## src/rtl/round_screen_generator_pkg.sv

```systemverilog
// Shared constants for the screen-draw logic: FSM encoding, LFSR geometry, screen width.
package game_pkg;
    localparam int SCREEN_W = 2;
    localparam int LFSR_W   = 16;
    // Galois taps for x^16+x^14+x^13+x^11+1, right-shifting form
    localparam logic [LFSR_W-1:0] LFSR_TAPS = 16'hB400;

    localparam logic [2:0] ST_IDLE = 3'd0;
    localparam logic [2:0] ST_MAIN = 3'd1;
    localparam logic [2:0] ST_SLOT = 3'd2;
    localparam logic [2:0] ST_FILL = 3'd3;
    localparam logic [2:0] ST_DONE = 3'd4;

    function automatic logic [SCREEN_W-1:0] lowest_unused(input logic [3:0] used);
        logic [SCREEN_W-1:0] r;
        r = '0;
        for (int i = 3; i >= 0; i--)
            if (!used[i]) r = SCREEN_W'(i);
        return r;
    endfunction
endpackage

```

## src/rtl/round_screen_generator_if.sv

```systemverilog
// Screen-request handshake between the game FSM (master) and the screen generator (slave).
interface round_screen_generator_if;
    import game_pkg::*;
    logic                req;
    logic [SCREEN_W-1:0] first_out;
    logic [SCREEN_W-1:0] second_out;
    logic [SCREEN_W-1:0] third_out;
    logic [SCREEN_W-1:0] fourth_out;
    logic [SCREEN_W-1:0] main_out;
    logic                done;

    modport master (output req, input first_out, second_out, third_out, fourth_out, main_out, done);
    modport slave  (input req, output first_out, second_out, third_out, fourth_out, main_out, done);
endinterface

```

## src/rtl/round_screen_generator_lfsr16.sv

```systemverilog
// Free-running 16-bit Galois LFSR; an all-zero seed would lock up, so it is mapped to 1.
module lfsr16
    import game_pkg::*;
#(
    parameter logic [LFSR_W-1:0] SEED = 16'hACE1
) (
    input  logic              CLK,
    input  logic              RST,
    output logic [LFSR_W-1:0] state
);
    localparam logic [LFSR_W-1:0] INIT = (SEED == '0) ? LFSR_W'(1) : SEED;

    always_ff @(posedge CLK or posedge RST) begin
        if (RST) state <= INIT;
        else     state <= {1'b0, state[LFSR_W-1:1]} ^ (state[0] ? LFSR_TAPS : '0);
    end
endmodule

```

## src/rtl/round_screen_generator.sv

```systemverilog
// Draws a random main screen plus a permutation of {0,1,2,3} for the four bottom screens
// on each accepted request; outputs and done update together when the set is complete.
module round_screen_generator
    import game_pkg::*;
#(
    parameter logic [LFSR_W-1:0] SEED      = 16'hACE1,
    parameter int                MAX_TRIES = 4
) (
    input  logic CLK,
    input  logic RST,
    round_screen_generator_if.slave scr
);
    localparam int TRY_W = (MAX_TRIES > 1) ? $clog2(MAX_TRIES) : 1;
    localparam logic [TRY_W-1:0] TRY_LAST = TRY_W'(MAX_TRIES - 1);

    logic [LFSR_W-1:0]   lfsr;
    logic [SCREEN_W-1:0] rnd;
    logic [2:0]          fsm;
    logic                req_q;
    logic                req_rise;
    logic [1:0]          idx;
    logic [3:0]          used;
    logic [TRY_W-1:0]    tries;
    logic [SCREEN_W-1:0] main_r, slot0, slot1, slot2;
    logic [SCREEN_W-1:0] first_r, second_r, third_r, fourth_r, main_out_r;
    logic                done_r;
    logic                take;
    logic [SCREEN_W-1:0] pick;

    lfsr16 #(.SEED(SEED)) u_lfsr (.CLK(CLK), .RST(RST), .state(lfsr));

    assign rnd      = lfsr[SCREEN_W-1:0];
    assign req_rise = scr.req & ~req_q;

    // The last try of a slot is spent on the deterministic fallback, so with
    // MAX_TRIES=1 every slot resolves to the lowest unused value in one cycle.
    always_comb begin
        take = 1'b0;
        pick = rnd;
        if (tries == TRY_LAST) begin
            take = 1'b1;
            pick = lowest_unused(used);
        end else if (!used[rnd]) begin
            take = 1'b1;
        end
    end

    always_ff @(posedge CLK or posedge RST) begin
        if (RST) begin
            fsm        <= ST_IDLE;
            req_q      <= 1'b0;
            idx        <= '0;
            used       <= '0;
            tries      <= '0;
            main_r     <= '0;
            slot0      <= '0;
            slot1      <= '0;
            slot2      <= '0;
            first_r    <= '0;
            second_r   <= '0;
            third_r    <= '0;
            fourth_r   <= '0;
            main_out_r <= '0;
            done_r     <= 1'b0;
        end else begin
            req_q <= scr.req;
            case (fsm)
                ST_IDLE, ST_DONE: begin
                    if (req_rise) begin
                        fsm    <= ST_MAIN;
                        done_r <= 1'b0;
                    end
                end
                ST_MAIN: begin
                    main_r <= rnd;
                    idx    <= '0;
                    used   <= '0;
                    tries  <= '0;
                    fsm    <= ST_SLOT;
                end
                ST_SLOT: begin
                    if (take) begin
                        case (idx)
                            2'd0:    slot0 <= pick;
                            2'd1:    slot1 <= pick;
                            default: slot2 <= pick;
                        endcase
                        used[pick] <= 1'b1;
                        tries      <= '0;
                        idx        <= idx + 2'd1;
                        if (idx == 2'd2) fsm <= ST_FILL;
                    end else begin
                        tries <= tries + 1'b1;
                    end
                end
                ST_FILL: begin
                    first_r    <= slot0;
                    second_r   <= slot1;
                    third_r    <= slot2;
                    fourth_r   <= lowest_unused(used);
                    main_out_r <= main_r;
                    done_r     <= 1'b1;
                    fsm        <= ST_DONE;
                end
                default: fsm <= ST_IDLE;
            endcase
        end
    end

    assign scr.first_out  = first_r;
    assign scr.second_out = second_r;
    assign scr.third_out  = third_r;
    assign scr.fourth_out = fourth_r;
    assign scr.main_out   = main_out_r;
    assign scr.done       = done_r;
endmodule

```

## src/flat_wrapper.sv

```systemverilog
// flat-port wrapper written by rule: the top's interface ports become plain ports
module round_screen_generator_flat import game_pkg::*;
#(
    parameter logic [LFSR_W-1:0] SEED      = 16'hACE1,
    parameter int                MAX_TRIES = 4
)
  (CLK, RST, scr_req, scr_first_out, scr_second_out, scr_third_out, scr_fourth_out, scr_main_out, scr_done);
  round_screen_generator_if scr_i ();
  input  logic CLK;
  input  logic RST;
  input wire logic [$bits(scr_i.req)-1:0] scr_req;
  output wire logic [$bits(scr_i.first_out)-1:0] scr_first_out;
  output wire logic [$bits(scr_i.second_out)-1:0] scr_second_out;
  output wire logic [$bits(scr_i.third_out)-1:0] scr_third_out;
  output wire logic [$bits(scr_i.fourth_out)-1:0] scr_fourth_out;
  output wire logic [$bits(scr_i.main_out)-1:0] scr_main_out;
  output wire logic [$bits(scr_i.done)-1:0] scr_done;
  assign scr_i.req = scr_req;
  assign scr_first_out = scr_i.first_out;
  assign scr_second_out = scr_i.second_out;
  assign scr_third_out = scr_i.third_out;
  assign scr_fourth_out = scr_i.fourth_out;
  assign scr_main_out = scr_i.main_out;
  assign scr_done = scr_i.done;
  round_screen_generator #(.SEED(SEED), .MAX_TRIES(MAX_TRIES)) u_core (.CLK(CLK), .RST(RST), .scr(scr_i));
endmodule
```

## config.mk

```make
export PLATFORM = sky130hd
export DESIGN_NAME = round_screen_generator_flat
export DESIGN_NICKNAME = d
export VERILOG_FILES = /design/src/rtl/round_screen_generator_pkg.sv /design/src/rtl/round_screen_generator_if.sv /design/src/rtl/round_screen_generator_lfsr16.sv /design/src/rtl/round_screen_generator.sv /design/src/flat_wrapper.sv
export SDC_FILE = /design/constraint.sdc
export NUM_CORES = 1
export LEC_CHECK = 0
export BUFFER_PORTS_ARGS = -buffer_cell sky130_fd_sc_hd__buf_2
export CORE_MARGIN = 2
export CORE_UTILIZATION = 45
export CTS_BUF_LIST = sky130_fd_sc_hd__clkbuf_2
export CTS_CLUSTER_SIZE = 20
export DETAILED_ROUTE_END_ITERATION = 10
export PLACE_DENSITY_LB_ADDON = 0.15
export SYNTH_ARGS = -nofsm -noshare
export SYNTH_HDL_FRONTEND = slang
export SYNTH_HIERARCHICAL = 1
export SYNTH_SLANG_ARGS = --single-unit
```

## constraint.sdc

```tcl
create_clock -name CLK -period 2.6 [get_ports CLK]
set_input_delay 0.26 -clock CLK [delete_from_list [all_inputs] [get_ports CLK]]
set_output_delay 0.26 -clock CLK [all_outputs]
set_load 0.02 [all_outputs]
```

==> metrics <==
outcome=finished clean; Die ar.=4573 µm²; # setup viols final=0; PostCTS Resize Cnt=0; vias in the first global route=1085; Die X-Extent=67.63 µm; CTS tree=built; Cells after Synth=135; mapped cell area=1822 µm²; wire per inst=14.41 µm; Final Skew=0.006524 ns; pwr/cell area=805.7 nW/µm²; # rows=23; Synth top area share=53.57%; hold depth=0; fin nets=162; core area=3943 µm²; first-pass GRT wire length=5.161 mm; clk_lat worst skew=0.42 ns; gr usage total=15.81%; TritonCTS Buffers=5; Clock Sinks=47; synthesis-to-layout area growth=11.47%; critical path fanouts, max=9; # IOs=14; H-Tree Depth=2; leakage=1.023 nW; crit path time final=2.055 ns; gpl congestion=0.9096; largest net degree at the start of global routing=32; vias=1041; Crit. End Element=flop; clock buffer depth=2; Worst Setup Start Kind=flop; Routed Antenna Nets=0; Routed WL=2.969 mm; worst-margin pin slew=0.5671 ns; CP required=2.94 ns; Iteration-0 DRC Markers=67; fmax=486.6 MHz; Hold Vio Cnt, Final=0; Worst Path Arrival=2.39 ns; count of cell types in the netlist=29; R2R Path Start=u_core/u_lfsr/state[0]$_DFF_PP1_; Initial Utilization=46.21%; hold wc startpoint=u_core/u_lfsr/state[12]$_DFF_PP0_; Port-buffer cells=13; clk slew on worst S/H paths=0.22 ns; overall power=1.636 mW; area leader, netlist=dfrtp_1; top area cells in the synthesized netlist=dfrtp_1 54%, dfstp_2 12%, mux2_2 11%; Setup Crit Path Kind=flop to flop; RSZ-0062 raised after global routing=no; post-synth net total=142; relative slew slack=62.15%; HP Class=flop to flop; final core utilization=51.51%; syn avg cell area=13.49 µm²; Overflow after GRT=0; setup TNS=0 ns; maximum vdd ir drop=0.0004155 V; Initial DRT Pass Iterations=4; n_diodes=0; #FFs+latches synth=47; Max Cap Violations=0; R2R depth=4; via density per instance=5.053; share of cells above drive strength 1=32.69%; DRC viols=0; max-slew violation count=0; DP Wirelength=2.026 mm; Final Cycle Share=79.04%; initial antenna violation count=0; yosys warns=6; Worst Setup SP=u_core/u_lfsr/state[0]$_DFF_PP1_; Root Buffer=clkbuf_2; Die H=67.63 µm; register area share after synthesis=65.11%
-- layout make-up --
type,count,area (µm²)
multi-input cells,81,605.6
repair buffers,16,92.59
flip-flops and latches,47,1186
well taps,50,62.56
clock buffers,5,25.02
fillers,344,1912
clock inverters,3,43.79
inverters,4,15.01
-- cell families after synthesis --
family | Yosys count | share of synthesized area [%]
compound gates | 19 | 8.037
xor+xnor | 3 | 1.443
fa+ha+maj | 4 | 2.747
buf+inv | 7 | 1.648
flops | 47 | 65.11
mux | 19 | 11.68
simple gates | 36 | 9.340
-- worst paths after layout --
kind / to / slack [ns]
min in group asynchronous: u_core/u_lfsr/state[12]$_DFF_PP0_ / 0.41
worst min-delay path: u_core/u_lfsr/state[11]$_DFF_PP1_ / 0.38
worst max register to register: u_core/slot2[1]$_DFFE_PP0P_ / 0.55
worst min register to register: u_core/u_lfsr/state[11]$_DFF_PP1_ / 0.38
max in group asynchronous: u_core/u_lfsr/state[10]$_DFF_PP1_ / 1.82
worst max-delay path: u_core/slot2[1]$_DFFE_PP0P_ / 0.55
-- repair_timing --
item	in CTS	in global routing
setup buffers	0	0
hold buffers	2	0
endpoints found under the hold margin	40	0
-- layer usage --
metal,up-vias,global-route usage [%],routed length [µm]
met2,20,23.53,1365
met3,6,5.500,129
li1,503,-,-
met5,-,0,0
met1,512,21.20,1421
met4,0,6.122,53
-- where the power goes --
group	switching (mW)	internal, mW	total, mW	leakage, nW
sequential	0.0663	0.813	0.879	0.613
clock	0.232	0.163	0.395	0.0429
combinational	0.217	0.145	0.362	0.367
total	0.515	1.12	1.64	1.02
-- placed cells by master (no fill, tap or decap), types with 2 or more instances in the layout --
cell | synthesis | routed
dfrtp_1 | 39 | 39
nand2_1 | 19 | 19
mux2_2 | 18 | 18
buf_2 | 0 | 13
o21ai_0 | 8 | 8
dfstp_2 | 8 | 8
clkbuf_2 | 0 | 5
nand2b_1 | 4 | 4
nor2_1 | 4 | 4
inv_1 | 4 | 4
ha_1 | 4 | 4
nand3_1 | 3 | 3
xor2_1 | 3 | 3
dlygate4sd3_1 | 0 | 2
nor2b_1 | 2 | 2
a32o_1 | 2 | 2
o31ai_1 | 2 | 2
-- synth_stat cells --
cell type,count
nand3b_1,1
a32o_1,2
ha_1,4
mux2i_1,1
o21a_1,1
xor2_1,3
buf_1,1
o31ai_1,2
nor2_1,4
dfstp_2,8
dfrtp_1,39
a22oi_1,1
nand4_1,1
o21ai_0,8
nor2b_1,2
a31oi_1,1
buf_4,1
mux2_2,18
o21bai_1,1
or3b_1,1
clkbuf_1,1
a211oi_1,1
or3b_2,1
a221oi_4,1
inv_1,4
nand2b_1,4
nand2_1,19
a31o_2,1
nand3_1,3
-- critical path, stage by stage, from the launching register on --
cell and delay [ns]:
dfstp_2 0.67, mux2_2 0.40, a221oi_4 0.45, nand2_1 0.15
mux2_2 0.30
-- flip-flops by register name (all words and copies together) (netlist names) --
signal and flops:
u_core/slot2 2, u_core/scr.first_out 2, u_core/slot0 2, u_core/scr.fourth_out 2, u_core/main_r 2, u_core/tries 2
u_core/used 4, u_core/scr.done 1, u_core/scr.main_out 2, u_core/req_q 1, u_core/idx 2, u_core/u_lfsr/state 16
u_core/scr.second_out 2, u_core/fsm 3, u_core/slot1 2, u_core/scr.third_out 2
-- per-stage QoR --
step | setup slack [ns] | hold slack, ns | std cells | area [µm²]
2_1_floorplan | 0.7282 | 0.1680 | 135 | 1822
3_3_place_gp | 0.6006 | 0.3275 | 196 | 1942
3_5_place_dp | 0.5757 | 0.3347 | 196 | 1942
4_1_cts | 0.5588 | 0.3774 | 206 | 2031
5_1_grt | 0.4670 | 0.3830 | 206 | 2031
6_report | 0.5450 | 0.3768 | 206 | 2031
Note: power is estimated with default switching activity, not from simulation.
